`src/rtl/regfile_pkg.sv`:
```
// regfile_pkg: shared definitions for the multi-port register file.
//   RF_DATA_W / RF_NUM_REGS : default register width and register count
//   wsel_e                  : which write port, if any, updates a register this edge
//   addr_ok()               : address lies inside the file and is writable/readable
//   next_val()              : per-register write-port selection, with port 2
//                             priority and the range / hardwired-r0 masking applied
package regfile_pkg;

  localparam int RF_DATA_W   = 16;
  localparam int RF_NUM_REGS = 16;

  typedef enum logic [1:0] {
    WSEL_NONE,
    WSEL_P1,
    WSEL_P2
  } wsel_e;

  function automatic bit addr_ok(int unsigned addr, int unsigned num_regs, bit zero_r0);
    return (addr < num_regs) && !(zero_r0 && (addr == 0));
  endfunction

  // Returns the source of a register's post-edge value rather than the value
  // itself, so the helper stays independent of the data width. Storage, the
  // bypass path and the scoreboard clear all derive from this one decision.
  function automatic wsel_e next_val(int unsigned addr,
                                     logic we1, int unsigned wa1,
                                     logic we2, int unsigned wa2,
                                     int unsigned num_regs, bit zero_r0);
    if (!addr_ok(addr, num_regs, zero_r0)) return WSEL_NONE;
    if (we2 && (wa2 == addr))              return WSEL_P2;
    if (we1 && (wa1 == addr))              return WSEL_P1;
    return WSEL_NONE;
  endfunction

endpackage

```
`src/rtl/regfile_scoreboard.sv`:
```
// regfile_scoreboard: pending-write (busy) bit per register.
//   clk, rst      : clock, asynchronous active-low reset
//   clr           : per-register write-hit vector for this edge
//   rsv_en/addr   : mark a register as awaiting writeback
//   rd_addr1/2    : lookup addresses
//   rd_busy1/2    : registered busy state for the lookup addresses
module regfile_scoreboard
  import regfile_pkg::*;
#(
  parameter int NUM_REGS = RF_NUM_REGS,
  parameter int ADDR_W   = $clog2(NUM_REGS),
  parameter int BYPASS   = 0,
  parameter int ZERO_R0  = 0
) (
  input  logic                clk,
  input  logic                rst,
  input  logic [NUM_REGS-1:0] clr,
  input  logic                rsv_en,
  input  logic [ADDR_W-1:0]   rsv_addr,
  input  logic [ADDR_W-1:0]   rd_addr1,
  input  logic [ADDR_W-1:0]   rd_addr2,
  output logic                rd_busy1,
  output logic                rd_busy2
);

  localparam int unsigned NREG = NUM_REGS;

  logic [NUM_REGS-1:0] busy;
  logic [NUM_REGS-1:0] busy_nxt;
  logic                busy_nxt1;
  logic                busy_nxt2;
  logic                src;

  // A reservation in the same edge as a write to that register wins.
  always_comb begin
    busy_nxt = busy;
    for (int unsigned i = 0; i < NREG; i++) begin
      if (rsv_en && (32'(rsv_addr) == i) && addr_ok(i, NREG, ZERO_R0 != 0))
        busy_nxt[i] = 1'b1;
      else if (clr[i])
        busy_nxt[i] = 1'b0;
    end
  end

  always_comb begin
    busy_nxt1 = 1'b0;
    busy_nxt2 = 1'b0;
    src       = 1'b0;
    for (int unsigned i = 0; i < NREG; i++) begin
      src = (BYPASS != 0) ? busy_nxt[i] : busy[i];
      if (addr_ok(i, NREG, ZERO_R0 != 0)) begin
        if (32'(rd_addr1) == i) busy_nxt1 = src;
        if (32'(rd_addr2) == i) busy_nxt2 = src;
      end
    end
  end

  always_ff @(posedge clk or negedge rst) begin
    if (!rst) begin
      busy     <= '0;
      rd_busy1 <= 1'b0;
      rd_busy2 <= 1'b0;
    end else begin
      busy     <= busy_nxt;
      rd_busy1 <= busy_nxt1;
      rd_busy2 <= busy_nxt2;
    end
  end

endmodule

```
`src/rtl/regfile_mp.sv`:
```
// regfile_mp: parametrised register file, two write ports (port 2 wins on
// collision), two registered read ports with optional write-to-read bypass,
// an observation copy of one register and a pending-write scoreboard.
//   clk, rst               : clock, asynchronous active-low reset
//   rd_addr1/2             : read addresses (1-cycle latency)
//   rd_data1/2, rd_busy1/2 : registered read data and busy bits
//   obs_data               : registered copy of register OBS_REG
//   we1/wa1/wd1, we2/wa2/wd2 : write ports
//   rsv_en/rsv_addr        : reserve (set busy) request
module regfile_mp
  import regfile_pkg::*;
#(
  parameter int DATA_W   = RF_DATA_W,
  parameter int NUM_REGS = RF_NUM_REGS,
  parameter int ADDR_W   = $clog2(NUM_REGS),
  parameter int OBS_REG  = NUM_REGS - 1,
  parameter int BYPASS   = 0,
  parameter int ZERO_R0  = 0
) (
  input  logic              clk,
  input  logic              rst,
  input  logic [ADDR_W-1:0] rd_addr1,
  input  logic [ADDR_W-1:0] rd_addr2,
  output logic [DATA_W-1:0] rd_data1,
  output logic [DATA_W-1:0] rd_data2,
  output logic              rd_busy1,
  output logic              rd_busy2,
  output logic [DATA_W-1:0] obs_data,
  input  logic              we1,
  input  logic [ADDR_W-1:0] wa1,
  input  logic [DATA_W-1:0] wd1,
  input  logic              we2,
  input  logic [ADDR_W-1:0] wa2,
  input  logic [DATA_W-1:0] wd2,
  input  logic              rsv_en,
  input  logic [ADDR_W-1:0] rsv_addr
);

  localparam int unsigned NREG    = NUM_REGS;
  localparam int unsigned OBS_IDX = OBS_REG;

  logic [DATA_W-1:0]   mem  [NUM_REGS];
  logic [DATA_W-1:0]   post [NUM_REGS];
  logic [NUM_REGS-1:0] wr_hit;
  logic [DATA_W-1:0]   rd_nxt1;
  logic [DATA_W-1:0]   rd_nxt2;
  logic [DATA_W-1:0]   obs_nxt;
  logic [DATA_W-1:0]   src;

  always_comb begin
    wr_hit = '0;
    for (int unsigned i = 0; i < NREG; i++) begin
      post[i] = mem[i];
      unique case (next_val(i, we1, 32'(wa1), we2, 32'(wa2), NREG, ZERO_R0 != 0))
        WSEL_P2: begin
          post[i]   = wd2;
          wr_hit[i] = 1'b1;
        end
        WSEL_P1: begin
          post[i]   = wd1;
          wr_hit[i] = 1'b1;
        end
        default: ;
      endcase
    end
  end

  // Read ports and obs share one selection so they obey the same bypass rule;
  // out-of-range and hardwired-zero addresses fall through to '0.
  always_comb begin
    rd_nxt1 = '0;
    rd_nxt2 = '0;
    obs_nxt = '0;
    src     = '0;
    for (int unsigned i = 0; i < NREG; i++) begin
      src = (BYPASS != 0) ? post[i] : mem[i];
      if (addr_ok(i, NREG, ZERO_R0 != 0)) begin
        if (32'(rd_addr1) == i) rd_nxt1 = src;
        if (32'(rd_addr2) == i) rd_nxt2 = src;
        if (OBS_IDX == i)       obs_nxt = src;
      end
    end
  end

  always_ff @(posedge clk or negedge rst) begin
    if (!rst) begin
      for (int unsigned i = 0; i < NREG; i++) mem[i] <= '0;
      rd_data1 <= '0;
      rd_data2 <= '0;
      obs_data <= '0;
    end else begin
      for (int unsigned i = 0; i < NREG; i++) mem[i] <= post[i];
      rd_data1 <= rd_nxt1;
      rd_data2 <= rd_nxt2;
      obs_data <= obs_nxt;
    end
  end

  regfile_scoreboard #(
    .NUM_REGS (NUM_REGS),
    .ADDR_W   (ADDR_W),
    .BYPASS   (BYPASS),
    .ZERO_R0  (ZERO_R0)
  ) u_scoreboard (
    .clk      (clk),
    .rst      (rst),
    .clr      (wr_hit),
    .rsv_en   (rsv_en),
    .rsv_addr (rsv_addr),
    .rd_addr1 (rd_addr1),
    .rd_addr2 (rd_addr2),
    .rd_busy1 (rd_busy1),
    .rd_busy2 (rd_busy2)
  );

endmodule

```
`config.mk`:
```
export PLATFORM = sky130hd
export DESIGN_NAME = regfile_mp
export DESIGN_NICKNAME = d
export VERILOG_FILES = /design/src/rtl/regfile_pkg.sv /design/src/rtl/regfile_scoreboard.sv /design/src/rtl/regfile_mp.sv
export SDC_FILE = /design/constraint.sdc
export NUM_CORES = 1
export LEC_CHECK = 0
export CAP_MARGIN = 20
export CORE_ASPECT_RATIO = 1.75
export CORE_MARGIN = 4
export CORE_UTILIZATION = 42
export CTS_BUF_LIST = sky130_fd_sc_hd__clkbuf_8 sky130_fd_sc_hd__clkbuf_16
export DETAILED_ROUTE_END_ITERATION = 10
export DONT_BUFFER_PORTS = 1
export PLACE_DENSITY = 0.63
export SYNTH_ARGS = -nofsm -noshare
export SYNTH_HDL_FRONTEND = slang
export SYNTH_SLANG_ARGS = --single-unit
```
`constraint.sdc`:
```
create_clock -name clk -period 2.4 [get_ports clk]
set_clock_uncertainty 0.2 [all_clocks]
set_input_delay 0.36 -clock clk [delete_from_list [all_inputs] [get_ports clk]]
set_output_delay 0.36 -clock clk [all_outputs]
set_load 0.01 [all_outputs]
```
======== Yosys cells after proc, flatten, opt, wreduce, memory -nomap -nowiden ========
Index checks and enable logic that the tools add are counted.
Widths: inputs -> output; s select.
storage, ports and cells
  bits in registers ....................... 322
  logic and storage cells ................. 485
  input port bits ......................... 57
operators by class
  reduce and logical (&&, ||, !) cells .... 101
  equality and inequality tests ........... 107
  mux-type cells .......................... 240
operators by type and width
  kind                count
  $mux 16             32
  $pmux 16 s2         16
  $eq 4x4->1 const B  40
  $mux 1              128
  $mux 2              64
  $eq 4x3->1 const B  20
  $reduce_bool 2->1   32
  $logic_and 1x1->1   48
  $eq 4x2->1 const B  10
  $eq 2x1->1 const B  16
  $eq 2x2->1 const B  16
  $reduce_or 2->1     16
  $eq 4x1->1 const B  5
  $logic_not 4->1     5

======== Longest topological paths before layout ========
  depth after elaboration ................. 17
  depth in mapped cells ................... 9

======== Modules after synthesis ========
From an unflattened synthesis, not the netlist that was laid out.
unflattened totals
  cells, all modules ...................... 2170
  area, all modules ....................... 19756.4 µm²
modules (own cells, without submodules)
  module              area each (µm²)  cells each  times used
  regfile_mp          18753.0          2076        1
  regfile_scoreboard  1003.5           94          1

======== Worst setup path after synthesis ========
Ideal clock, no wire load.
  path type ............................... input to register
  start point ............................. in rd_addr1[0]
  end point ............................... reg rd_data1[11]
  arrival ................................. 1.753 ns
  cell stages on the path ................. 4
  setup slack ............................. 0.308 ns
  required time ........................... 2.062 ns
  path through ............................ buf_2 buf_2 mux4_2 mux4_2
between the ends
  word-level cells in the longest chain between the ends .. 17
  elaborated cells on any way between the ends .. 32
  classes of those cells .................. 15 x eq/ne; 16 x mux; 1 x reduce/logical
ends and longest elaborated chain
  what                    line              RTL
  start: declaration      regfile_mp.sv:22  input logic [ADDR_W-1:0] rd_addr1,
  $logic_not 4->1         regfile_mp.sv:78  if (32'(rd_addr1) == i) rd_nxt1 = src;
  $mux 16 (15 in series)  regfile_mp.sv:78
  $mux 16 (*)             regfile_mp.sv:78
  named net rd_nxt1[11]   regfile_mp.sv:45  logic [DATA_W-1:0] rd_nxt1;
  end signal: assignment  regfile_mp.sv:93  rd_data1 <= rd_nxt1;
  end: declaration        regfile_mp.sv:24  output logic [DATA_W-1:0] rd_data1,
The timed path passes the listed nets; every way through them passes the cells marked *.
A chain may end at the register's enable or synchronous reset.

======== Worst setup path after layout ========
  start point ............................. reg mem[169] (netlist bit)
  end point ............................... reg rd_data1[9]
between the ends
  word-level cells in the longest chain between the ends .. 11
ends and longest elaborated chain
  what                    line              RTL
  start: declaration      regfile_mp.sv:42  logic [DATA_W-1:0] mem [NUM_REGS];
  $mux 16 (11 in series)  regfile_mp.sv:78
  named net rd_nxt1[9]    regfile_mp.sv:45
The timed path passes the listed nets, and every way through them passes these cells.

==> out/qor.csv <==
metric;value;unit
CP peak stage delay;0.57;ns
routed wire length;75.7;mm
1st-iter DRT viols;2265;
Initial Utilization;42.6;%
vias post-DR;17307;
initial antenna violation count;3;
Final Hold Viols;322;
max-slew violations;0;
Clock transition at path regs;0.07;ns
Yosys top cell by area;dfrtp_1;
#FFs+latches synth;322;
DRT antenna net count;0;
nets@finish;2112;
syn_nets;2145;
Critical Path End;rd_data1[9];
async set or reset register ratio after synthesis;100;%
Final min period;2.27;ns
final core utilization;47.6;%
CP Max Fanout;3;
total power;0.0175;W
CTS tree;yes;
clock sinks;322;
core area;0.0462;mm^2
first-pass GRT wire length;113;mm
iteration count of the initial detailed-routing pass;8;
period utilisation layout;94.6;%
Yosys warnings;0;
Setup WS pre-CTS;-0.0243;ns
Worst R2R Start;mem[169];
Post-synth EDFFs;0;
syn_area_per_cell;9.43;um^2
Setup TNS Final;0;ns
dominant cell by count in the synthesized netlist;dfrtp_1;
GRT Util Overall;29.6;%
post-synthesis instance total;2088;
Worst slew margin;24.4;%
area delta synth->final;11.6;%
setup violators final;0;
Peak VDD IR;701;uV
P_int;0.0118;W
number of max-cap violations;0;
design area;0.0220;mm^2
port bufs;0;
leakage;9.09;nW
Die Wd;172;um
Worst Setup Path Type;reg -> reg;
Slew @ Worst Pin;1.13;ns
PwrDens;796;mW/mm^2
met2 Track Usage GR;46.8;%
Post-DP HPWL;49.7;mm
fmax;0.440;GHz
GPL Wtd Cong;1.02;
register area share after synthesis;40.9;%
met3 usage;5.65;%
Max clock buf depth;3;
H-tree Lvls;1;
Post-synth top flop;dfrtp_1;
buffers and inverters on the worst path;1;
CP Capture Type;flop;
Sw Share;32.6;%
delay-heaviest family, CP;buffers and inverters;
vias per std cell;6.49;
Crit. Startpoint;mem[169];
RSZ-0062 raised after global routing;false;
reg2reg path depth;6;
Gate power share;21.3;%
cell depth of the worst setup path;6;
top-area cell type share of the netlist area;40.9;%
Critical Path, Cell by Cell;nor2b_1, mux4_2, a21o_1, a21oi_2, o21ai_0, dlygate4sd3_1;
post-route setup slack;0.129;ns
share of layout cells above drive strength 1;10.6;%
row count;104;
vias in the first global route;16886;
# Post-CTS Setup Buffers;0;
hold buffer count at cts;82;
die area;0.0505;mm^2
routed len/inst;28.4;um
largest net degree at the start of global routing;323;
critical register-to-register path endpoint;rd_data1[9];
Worst Path Required;2.67;ns
io pins;107;
total CTS buffers;31;
top cells by area, synth;dfrtp_1, mux2i_1, a21oi_1;
WHS;-0.734;ns
worst hold path type;in -> async;
Multi-input gate area;0.0105;mm^2
worst-path cell with the longest stage delay;dlygate4sd3_1;
die span in y;294;um
Switch Pwr;0.00571;W
Root Buffer;clkbuf_16;
Unique masters post-synth;68;
Data arrival, critical path;2.54;ns
Cell Area, Placed;0.0200;mm^2
DRC;0;
fillers;4207;
Clk pwr share;31.3;%
failing checks;hold timing;
Most Used Layer, Global Route;met2;
clk_lat worst skew;0.61;ns
Seq pwr share;47.4;%
Commonest cells post-synth;dfrtp_1, mux2i_1, a21oi_1, nor2_1, o21ai_0;
grt met1 use;37.5;%
Reg2Reg Setup Slack;0.13;ns
status;complete, but fails checks;
GR Overflow Total;0;
Reg area;0.00806;mm^2
Cell Area, Synth;0.0197;mm^2
Worst Setup Start Kind;flop;
[flip-flops by register name, summed over array words and instances, names as in the netlist]
register               flops
mem                      240
obs_data                  16
obs_nxt                   16
rd_data1                  16
rd_data2                  16
u_scoreboard.busy         16
u_scoreboard.rd_busy1      1
u_scoreboard.rd_busy2      1
[power groups by stage]
stage	clock (W)	combinational [W]	sequential, W
after floorplan	0	0.00281	0.00770
after global placement	0	0.00309	0.00829
after detailed placement	0	0.00320	0.00834
after CTS	0.00555	0.00363	0.00825
after global routing	0.00574	0.00406	0.00845
final	0.00548	0.00372	0.00830
[what timing repair did]
action | in CTS | in global routing
endpoints found under the hold margin | 628 | 322
resized for setup | 0 | 3
setup endpoints to repair | 0 | 3
[cell usage in the layout, fill, tap and decap left out, types with 8 or more instances in the layout]
cell type / netlist / routed
a32o_1: 8 / 8
mux2i_1: 314 / 314
dlygate4sd3_1: 0 / 75
a21oi_1: 229 / 228
nand2b_1: 21 / 21
a221oi_1: 13 / 13
mux4_2: 47 / 47
o32ai_1: 8 / 8
a32oi_1: 13 / 13
nand2_1: 156 / 156
nor2_1: 229 / 229
a31oi_1: 12 / 12
nor2b_1: 24 / 24
and3_1: 11 / 11
buf_12: 0 / 8
o21ai_0: 188 / 188
clkbuf_16: 0 / 31
a21o_1: 8 / 8
dfrtp_1: 322 / 322
mux2_2: 18 / 18
o22ai_1: 16 / 16
a22oi_1: 13 / 13
nand3_1: 22 / 22
nor2_4: 8 / 8
o211ai_1: 10 / 10
or3_1: 14 / 14
buf_4: 26 / 64
o2111ai_1: 11 / 11
inv_1: 17 / 17
o221ai_1: 15 / 15
nor3_1: 17 / 17
[final cells by class]
type,count,area share (%)
Antenna cell,6,0.0683
Clock buffer,36,3.84
Clock inverter,21,1.21
Inverter,21,0.359
Multi-Input combinational cell,1529,48.0
Sequential cell,322,36.7
Tap cell,583,3.32
Timing Repair Buffer,150,6.57
[kinds of logic (layout without fill, tap and decap cells)]
group	count (synthesis)	after routing	share of synthesized area [%]
compound gates	606	606	18.3
buf+inv	237	228	5.61
flops	322	322	40.9
mux	379	379	22.4
other cells	0	6	0
simple gates	544	544	12.7
[through the flow]
stage	std cells	hold WS, ns
2_1_floorplan	2088	-0.136
4_1_cts	2662	-0.759
5_1_grt	2664	-0.754
3_3_place_gp	2523	-0.118
6_report	2668	-0.734
3_5_place_dp	2523	-0.120
[routing by layer]
layer | vias up | part of all wire (%)
li1 | 7517 | -
met1 | 8411 | 37
met2 | 1117 | 47
met3 | 260 | 9.5
met4 | 2 | 7.3
met5 | - | 0.017
[worst register-to-register path, stage by stage (launching register included)]
cell and delay, ns:
dfrtp_1 0.41, nor2b_1 0.14, mux4_2 0.45, a21o_1 0.17, a21oi_2 0.12, o21ai_0 0.09
dlygate4sd3_1 0.57
[how the worst min path moves through the flow]
stage	startpoint	to	slack (ns)	cells after the start
6_report	rst	mem[225]	-0.73	0
5_1_grt	rst	mem[225]	-0.75	0
4_1_cts	rst	mem[225]	-0.76	0
3_5_place_dp	rst	mem[225]	-0.12	0
3_3_place_gp	rst	mem[225]	-0.12	0
2_1_floorplan	rst	mem[100]	-0.14	0
(Power assumes the default switching activity.)
